==> config.mk <==
export PLATFORM = sky130hd
export DESIGN_NAME = mega_core
export DESIGN_NICKNAME = d
export VERILOG_FILES = /design/src/rtl/mega_core.sv
export SDC_FILE = /design/constraint.sdc
export NUM_CORES = 1
export LEC_CHECK = 0
export ABC_AREA = 1
export CORE_MARGIN = 2
export CORE_UTILIZATION = 50
export DETAILED_ROUTE_END_ITERATION = 10
export MAX_ROUTING_LAYER = met4
export PLACE_DENSITY_LB_ADDON = 0.2
export SYNTH_ARGS = -nofsm -noshare
export SYNTH_HDL_FRONTEND = slang
export SYNTH_SLANG_ARGS = --single-unit
export TNS_END_PERCENT = 1
==> constraint.sdc <==
create_clock -name clk -period 4.2 [get_ports clk]
set_clock_uncertainty 0.2 [all_clocks]
set_input_delay 0.63 -clock clk [delete_from_list [all_inputs] [get_ports clk]]
set_output_delay 0.63 -clock clk [all_outputs]
set_load 0.01 [all_outputs]
==> src/rtl/mega_core.sv <==
// mega_core: single-cycle 8-bit core executing a subset of the AVR instruction set.
// The instruction word is decoded combinationally, and results commit on the rising clk edge.
// The I/O and data-memory strobes come straight from decode. They are gated by rst, so that
// reset silences the buses at once.
module mega_core #(
  parameter int bus_addr_pgm_width  = 11,
  parameter int bus_addr_data_width = 8
) (
  input  logic                           clk,
  input  logic                           rst,
  output logic [bus_addr_pgm_width-1:0]  pgm_addr,
  input  logic [15:0]                    pgm_data,
  output logic                           data_re,
  output logic                           data_we,
  output logic [bus_addr_data_width-1:0] data_addr,
  input  logic [7:0]                     data_in,
  output logic [7:0]                     data_out,
  output logic                           io_re,
  output logic                           io_we,
  output logic [5:0]                     io_addr,
  output logic [7:0]                     io_out,
  input  logic [7:0]                     io_in
);

  localparam int PW = bus_addr_pgm_width;
  localparam int DW = bus_addr_data_width;

  logic [PW-1:0]     pc_reg, pc_next, pc_inc;
  logic [7:0]        reg_file [32];
  logic              c_reg, z_reg, n_reg, v_reg, s_reg;

  // Operand fields of the instruction word
  logic [4:0]        d_addr, r_addr, h_addr;
  logic [7:0]        rd_val, rr_val, rh_val, k8;
  logic [5:0]        a6;
  logic signed [11:0] k12;
  logic signed [6:0]  k7;

  // Decode results
  logic              wr_en, flag_zn, flag_c, c_new, v_new;
  logic [4:0]        wr_addr;
  logic [7:0]        res;
  logic              io_re_d, io_we_d, data_re_d, data_we_d;

  assign d_addr = pgm_data[8:4];
  assign r_addr = {pgm_data[9], pgm_data[3:0]};
  assign h_addr = {1'b1, pgm_data[7:4]};
  assign k8     = {pgm_data[11:8], pgm_data[3:0]};
  assign a6     = {pgm_data[10:9], pgm_data[3:0]};
  assign k12    = pgm_data[11:0];
  assign k7     = pgm_data[9:3];
  assign rd_val = reg_file[d_addr];
  assign rr_val = reg_file[r_addr];
  assign rh_val = reg_file[h_addr];
  assign pc_inc = pc_reg + PW'(1);

  // 8-bit add with carry-in; returns {carry, overflow, sum}
  function automatic logic [9:0] f_add(input logic [7:0] a, input logic [7:0] b, input logic cin);
    logic [8:0] s;
    s = {1'b0, a} + {1'b0, b} + {8'h00, cin};
    return {s[8], (a[7] & b[7] & ~s[7]) | (~a[7] & ~b[7] & s[7]), s[7:0]};
  endfunction

  // 8-bit subtract; returns {borrow, overflow, difference}
  function automatic logic [9:0] f_sub(input logic [7:0] a, input logic [7:0] b);
    logic [8:0] s;
    s = {1'b0, a} - {1'b0, b};
    return {s[8], (a[7] & ~b[7] & ~s[7]) | (~a[7] & b[7] & s[7]), s[7:0]};
  endfunction

  // Instruction decode: write-back, flag updates, bus strobes and next PC
  always_comb begin
    pc_next   = pc_inc;
    wr_en     = 1'b0;
    wr_addr   = d_addr;
    res       = 8'h00;
    flag_zn   = 1'b0;
    flag_c    = 1'b0;
    c_new     = c_reg;
    v_new     = 1'b0;
    io_re_d   = 1'b0;
    io_we_d   = 1'b0;
    data_re_d = 1'b0;
    data_we_d = 1'b0;
    casez (pgm_data)
      16'b0000_11??_????_????: begin  // ADD
        {c_new, v_new, res} = f_add(rd_val, rr_val, 1'b0);
        flag_c = 1'b1; flag_zn = 1'b1; wr_en = 1'b1;
      end
      16'b0001_11??_????_????: begin  // ADC
        {c_new, v_new, res} = f_add(rd_val, rr_val, c_reg);
        flag_c = 1'b1; flag_zn = 1'b1; wr_en = 1'b1;
      end
      16'b0001_10??_????_????: begin  // SUB
        {c_new, v_new, res} = f_sub(rd_val, rr_val);
        flag_c = 1'b1; flag_zn = 1'b1; wr_en = 1'b1;
      end
      16'b0001_01??_????_????: begin  // CP
        {c_new, v_new, res} = f_sub(rd_val, rr_val);
        flag_c = 1'b1; flag_zn = 1'b1;
      end
      16'b0010_00??_????_????: begin res = rd_val & rr_val; flag_zn = 1'b1; wr_en = 1'b1; end  // AND
      16'b0010_01??_????_????: begin res = rd_val ^ rr_val; flag_zn = 1'b1; wr_en = 1'b1; end  // EOR
      16'b0010_10??_????_????: begin res = rd_val | rr_val; flag_zn = 1'b1; wr_en = 1'b1; end  // OR
      16'b0010_11??_????_????: begin res = rr_val; wr_en = 1'b1; end                            // MOV
      16'b0011_????_????_????: begin  // CPI
        {c_new, v_new, res} = f_sub(rh_val, k8);
        flag_c = 1'b1; flag_zn = 1'b1;
      end
      16'b0101_????_????_????: begin  // SUBI
        {c_new, v_new, res} = f_sub(rh_val, k8);
        flag_c = 1'b1; flag_zn = 1'b1; wr_en = 1'b1; wr_addr = h_addr;
      end
      16'b0110_????_????_????: begin res = rh_val | k8; flag_zn = 1'b1; wr_en = 1'b1; wr_addr = h_addr; end  // ORI
      16'b0111_????_????_????: begin res = rh_val & k8; flag_zn = 1'b1; wr_en = 1'b1; wr_addr = h_addr; end  // ANDI
      16'b1110_????_????_????: begin res = k8; wr_en = 1'b1; wr_addr = h_addr; end                           // LDI
      16'b1001_010?_????_0011: begin  // INC, carry untouched
        res = rd_val + 8'd1; v_new = (res == 8'h80); flag_zn = 1'b1; wr_en = 1'b1;
      end
      16'b1001_010?_????_1010: begin  // DEC, carry untouched
        res = rd_val - 8'd1; v_new = (res == 8'h7F); flag_zn = 1'b1; wr_en = 1'b1;
      end
      16'b1001_000?_????_1100: begin data_re_d = 1'b1; res = data_in; wr_en = 1'b1; end  // LD Rd,X
      16'b1001_001?_????_1100: data_we_d = 1'b1;                                          // ST X,Rr
      16'b1011_0???_????_????: begin io_re_d = 1'b1; res = io_in; wr_en = 1'b1; end      // IN
      16'b1011_1???_????_????: io_we_d = 1'b1;                                            // OUT
      16'b1100_????_????_????: pc_next = pc_inc + PW'(k12);                               // RJMP
      16'b1111_00??_????_?001: if (z_reg)  pc_next = pc_inc + PW'(k7);                    // BREQ
      16'b1111_01??_????_?001: if (!z_reg) pc_next = pc_inc + PW'(k7);                    // BRNE
      default: ;                                                                          // NOP / unsupported
    endcase
  end

  // Program counter: cleared by reset, otherwise takes the decoded next address
  always_ff @(posedge clk or negedge rst) begin
    if (!rst) pc_reg <= '0;
    else      pc_reg <= pc_next;
  end

  // Status flags: S always follows the new N and V
  always_ff @(posedge clk or negedge rst) begin
    if (!rst) begin
      c_reg <= 1'b0; z_reg <= 1'b0; n_reg <= 1'b0; v_reg <= 1'b0; s_reg <= 1'b0;
    end else begin
      if (flag_c) c_reg <= c_new;
      if (flag_zn) begin
        z_reg <= (res == 8'h00);
        n_reg <= res[7];
        v_reg <= v_new;
        s_reg <= res[7] ^ v_new;
      end
    end
  end

  genvar gi;
  generate
    for (gi = 0; gi < 32; gi = gi + 1) begin : g_reg
      logic [7:0] q_reg;
      // Register gi loads the result when it is the write-back target
      always_ff @(posedge clk or negedge rst) begin
        if (!rst)                               q_reg <= 8'h00;
        else if (wr_en && wr_addr == 5'(gi))   q_reg <= res;
      end
      assign reg_file[gi] = q_reg;
    end
  endgenerate

  assign pgm_addr  = pc_reg;
  assign io_re     = io_re_d & rst;
  assign io_we     = io_we_d & rst;
  assign data_re   = data_re_d & rst;
  assign data_we   = data_we_d & rst;
  assign io_addr   = (io_re_d | io_we_d) ? a6 : 6'h00;
  assign io_out    = io_we ? rd_val : 8'h00;
  assign data_out  = data_we ? rd_val : 8'h00;
  assign data_addr = DW'(reg_file[26]);

endmodule

* Word-level counts from Yosys, hierarchy flattened *
Index checks and enable logic that the tools add are counted.

storage, ports and cells
  output and inout bits = 45
  register bits = 269
  bits in latches = 0
  memories = 0
  bits in read-only memories = 0
  input bits = 34
  bits in writable memories = 0

operators by class
  add/subtract/negate cells = 9
  shifts and indexed selects = 0
  multipliers = 0
  magnitude comparators = 3
  bitwise gates (word level) = 13
  muxes and demuxes = 25
  divide/modulo/power cells = 0
  eq/ne operators = 53
  reduce and logical (&&, ||, !) cells = 42

operator list
  kind                   count
  $bmux 8 s5             3
  $pmux 8 s15            1
  $eq 5x5->1 const B     18
  $mux 8                 8
  $eq 11x11->1 const B   4
  $eq 5x4->1 const B     8
  $pmux 11 s3            1
  $logic_and 1x1->1      32
  $eq 6x4->1 const B     4
  $add 11x11->11         2
  $mux 11                2
  $eq 5x3->1 const B     4
  $eq 6x3->1 const B     3
  $eq 9x9->1 const B     2
  $ge 6x6->1 const B     3
  $not 5->6              3
  $sub 8x8->9            2
  $and 8x8->8            2
  $or 8x8->8             2
  $reduce_or 15->1       1
  $reduce_or 13->1       1
  $eq 4x3->1 const B     3
  $add 11x1->11 const B  1
  $eq 5x2->1 const B     2
  22 further kinds       33

* Longest topological paths before layout *
  depth in word-level cells = 8
  gate-level depth with buffers = 33
  mapped depth without buffers = 28

* Worst setup path after synthesis *
Ideal clock, no wire load.

  path type = input to register
  from = input pgm_data[4]
  to = register g_reg[0].q_reg[5]
  data required time = 3.867 ns
  stages on the path = 30
  setup slack = -0.328 ns
  data arrival time = 4.195 ns
  setup time = 0.133 ns
  cell sequence = buf_6 > inv_4 > buf_6 > nand2_4 > inv_4 > buf_6 > buf_2 > nand2_1 > o21ai_0 > o21ai_0 > nand4_1 > inv_1 > o21ai_0 > inv_1 > ha_1 > nand3_1 > nand2_1 > nand2_1 > nand2_1 > inv_1 > nand2_1 > nor2_1 > nand2_1 > nand3_1 > nand2_1 > nor2_1 > nand2_1 > inv_1 > clkbuf_1 > o21ai_0

on the way
  word-level cells in the longest chain between the ends = 7
  elaborated cells on any way between the ends = 23

ends and longest elaborated chain
  element                                     RTL line  RTL
  start, declared                             12        input logic [15:0] pgm_data,
  $not 5->6 (implied by the code)             52        assign rd_val = reg_file[d_addr];
  $bmux 8 s5                                  52
  $mux 8 (implied by the code) (2 in series)  52
  $add 8x8->9                                 60        s = {1'b0, a} + {1'b0, b} + {8'h00, cin};
  $add 9x1->9                                 60
  $pmux 8 s15                                 85        casez (pgm_data)
  end signal, assigned                        162       else if (wr_en && wr_addr == 5'(gi)) q_reg <= res;
  end, declared                               158       logic [7:0] q_reg;

Parallel ways exist; a longest one is shown, timed or not. The select of a mux whose other input is x is not followed.
A chain may end at the register's enable or synchronous reset.

* Worst setup path after layout *
  from = input pgm_data[5]
  to = register z_reg

on the way
  word-level cells in the longest chain between the ends = 8
  elaborated cells on any way between the ends = 21

ends and longest elaborated chain
  element                                     RTL line  RTL
  $not 5->6 (implied by the code)             52
  $bmux 8 s5                                  52
  $mux 8 (implied by the code) (2 in series)  52
  $add 8x8->9                                 60
  $add 9x1->9                                 60
  $pmux 8 s15 *                               85
  $logic_not 8->1 *                           147       z_reg <= (res == 8'h00);
  end signal, assigned                        147
  end, declared                               30        logic c_reg, z_reg, n_reg, v_reg, s_reg;

Every way passes the cells marked *; elsewhere a longest branch is shown, timed or not. The select of a mux whose other input is x is not followed.

==> metrics.txt <==
crit path DAT=4430 ps; worst-path fanout max=8; Sink Count=269; share of cells above drive strength 1=18.9%; Worst Path Buf+Inv=10; # setup viols final=0; Post-DRT Antenna Nets=0; Seq/Total Area, Yosys=a little over a third; Die ar.=0.0397 mm2; CP max stage delay=290 ps; HPWL Detailed=~61,000 um; CTS root buf=clkbuf_16; clock tree buffer depth=3; CP Data Required Time=4450 ps; Hold Buf Count CTS=0; CP endpoint=z_reg$_DFFE_PN0P_; initial antenna violation count=1; Peak VDD IR=0.375 mV; Worst R2R Setup Slack=about 330 ps; Crit path top cell by count=buf_4; Die Wd=199 um; ys async rst share=100%; Slowest cell on crit path=or2_2; worst setup path startpoint=pgm_data[5]; Yosys reg bits=269; synth cell count leaders=nand2_1, inv_1, o21ai_0; post-DR vias/cell=~5.8; Global Route Usage Sum=41.2%; crit end category=register; Slew Limit Fails=0; vias=21,500; final hold vios=0; largest net degree at the start of global routing=between 100 and 150; Worst slew margin=37.5%; Mapped Area=0.0191 mm2; Yosys top cell area share=35.3%; H-tree depth=1; core area=0.0376 mm2; Netlist cell types=50; Clock Latency Late Sink=600 ps; main flop type after synthesis=dfrtp_1; first-pass GRT wire length=120,000 um; Slew @ Worst Pin=approximately 940 ps; minimum clock period=approximately 4200 ps; Worst-path clk slew=70 ps; Area contributors post-synth=dfrtp_1, nand2_1, o21ai_0; reg-to-reg endpoint=g_reg[3].q_reg[5]$_DFFE_PN0P_; Final Wtd Congestion=around 1.1; syn_area_per_cell=6.71 um2; Area growth syn-to-layout=30.5%; Hold WC Path Type=in -> async; most common cell in the netlist=nand2_1; CP Depth=26; total power draw=around 10,000 uW; vias in the first global route=a little over 20,000; status=complete, no violations; Syn Inst Count=2,842; syn nets=2,958; Placed Cells=3,656; IO Count=79; EDFF count, synth=0; DRC marker count from the first detailed-route iteration=2,325; # DRC=0; fmax=~240 MHz; Cell Pwr Density=slightly above 400 mW/mm2; number of clock buffers inserted by TritonCTS=30; CTS tree=done; DRT Wirelength=80,000 um; IO Port Bufs=78; Largest register FFs=248; Util after Layout=66.2%; WS Path Type=in -> reg; r2r startpoint=g_reg[7].q_reg[2]$_DFFE_PN0P_; FF-to-FF path depth=25; FP Rows=71; Final Cycle Share=99.4%; First-pass DRT Iterations=8; Crit path max-delay family=buffers and inverters; Post-Layout Cell Count=roughly 3,700; cell taking the most area after synthesis=dfrtp_1; per-cell routed wire length=21.4 um; Yosys warning count=0; grt total ovfl=0; Final nets=3,316; Startpoint Class=input pin; P_leak=0.0124 uW; Initial Util=50.7%; Max-cap violations=0; RSZ-0062 raised after global routing=true; die height=between 150 and 200 um
layout by cell type, fill, tap and decap left out, types with 64 or more instances in the layout:
master	instances
nand3_1	108
a21oi_1	80
o22ai_1	64
o21ai_0	252
nor2_1	229
dfrtp_1	269
inv_1	320
ha_1	65
clkdlybuf4s50_1	71
buf_4	324
nand2_1	900
o21ai_1	80
how the worst min path moves through the flow:
stage,from,to,slack [ps],cells after the start
after CTS,rst,c_reg$_DFFE_PN0P_,70,2
final,rst,c_reg$_DFFE_PN0P_,50,2
after global routing,rst,c_reg$_DFFE_PN0P_,120,2
after global placement,g_reg[17].q_reg[5]$_DFFE_PN0P_,g_reg[17].q_reg[5]$_DFFE_PN0P_,270,2
after detailed placement,g_reg[24].q_reg[5]$_DFFE_PN0P_,g_reg[24].q_reg[5]$_DFFE_PN0P_,270,2
after floorplan,rst,c_reg$_DFFE_PN0P_,130,0
cell type report:
cell class                      instances  area (um2)
Fill cell                            3317       12700
Multi-Input combinational cell       2096       10800
Sequential cell                       269        6730
Timing Repair Buffer                  460        4270
Inverter                              343        1320
Clock buffer                           36         803
Tap cell                              511         639
Clock inverter                         20         308
Antenna cell                            1        2.50
what timing repair did:
action,4_1_cts,5_1_grt
pin swaps,15,35
setup buffers,5,11
cloned,2,6
setup endpoints to repair,242,235
gates resized for setup,83,152
through the flow:
stage	area, um2	hold WS [ps]	TNS [ps]	setup slack [ps]
5_1_grt	24900	124	-6520	-111
3_3_place_gp	22900	267	-271130	-1290
2_1_floorplan	19100	134	0	8.37
6_report	24900	49.5	0	25.5
3_5_place_dp	22900	273	-266470	-1340
4_1_cts	24300	72.8	-10.2	-5.43
logic make-up (layout without fill, tap and decap cells):
family / Yosys count / after routing / synth area share (%)
and+or+nand+nor: 1391 / 1391 / 29.5
AOI/OAI and AO/OA: 605 / 605 / 18.1
buffers and inverters: 477 / 859 / 10.7
DFF: 269 / 269 / 35.3
adders and majority gates: 82 / 82 / 5.62
xor gates and xnor gates: 18 / 18 / 0.827
other: 0 / 1 / 0
layer usage:
| metal | global-route usage, % | vias to the layer above | share of wire, % |
|---|---|---|---|
| met5 | - | - | 0 |
| met4 | 21.0 | 0 | 6.2 |
| met3 | 7.04 | 308 | 10 |
| met2 | 63.8 | 1319 | 44 |
| met1 | 52.1 | 9950 | 39 |
| li1 | - | 9924 | - |
report_power, final:
group | total [uW] | leakage, uW | switching (uW) | internal (uW)
Clock | 2980 | 0.000534 | 1170 | 1800
Combinational | 3870 | 0.00835 | 2300 | 1560
Sequential | 3410 | 0.00347 | 350 | 3060
Power figures use the tool's default switching activity.
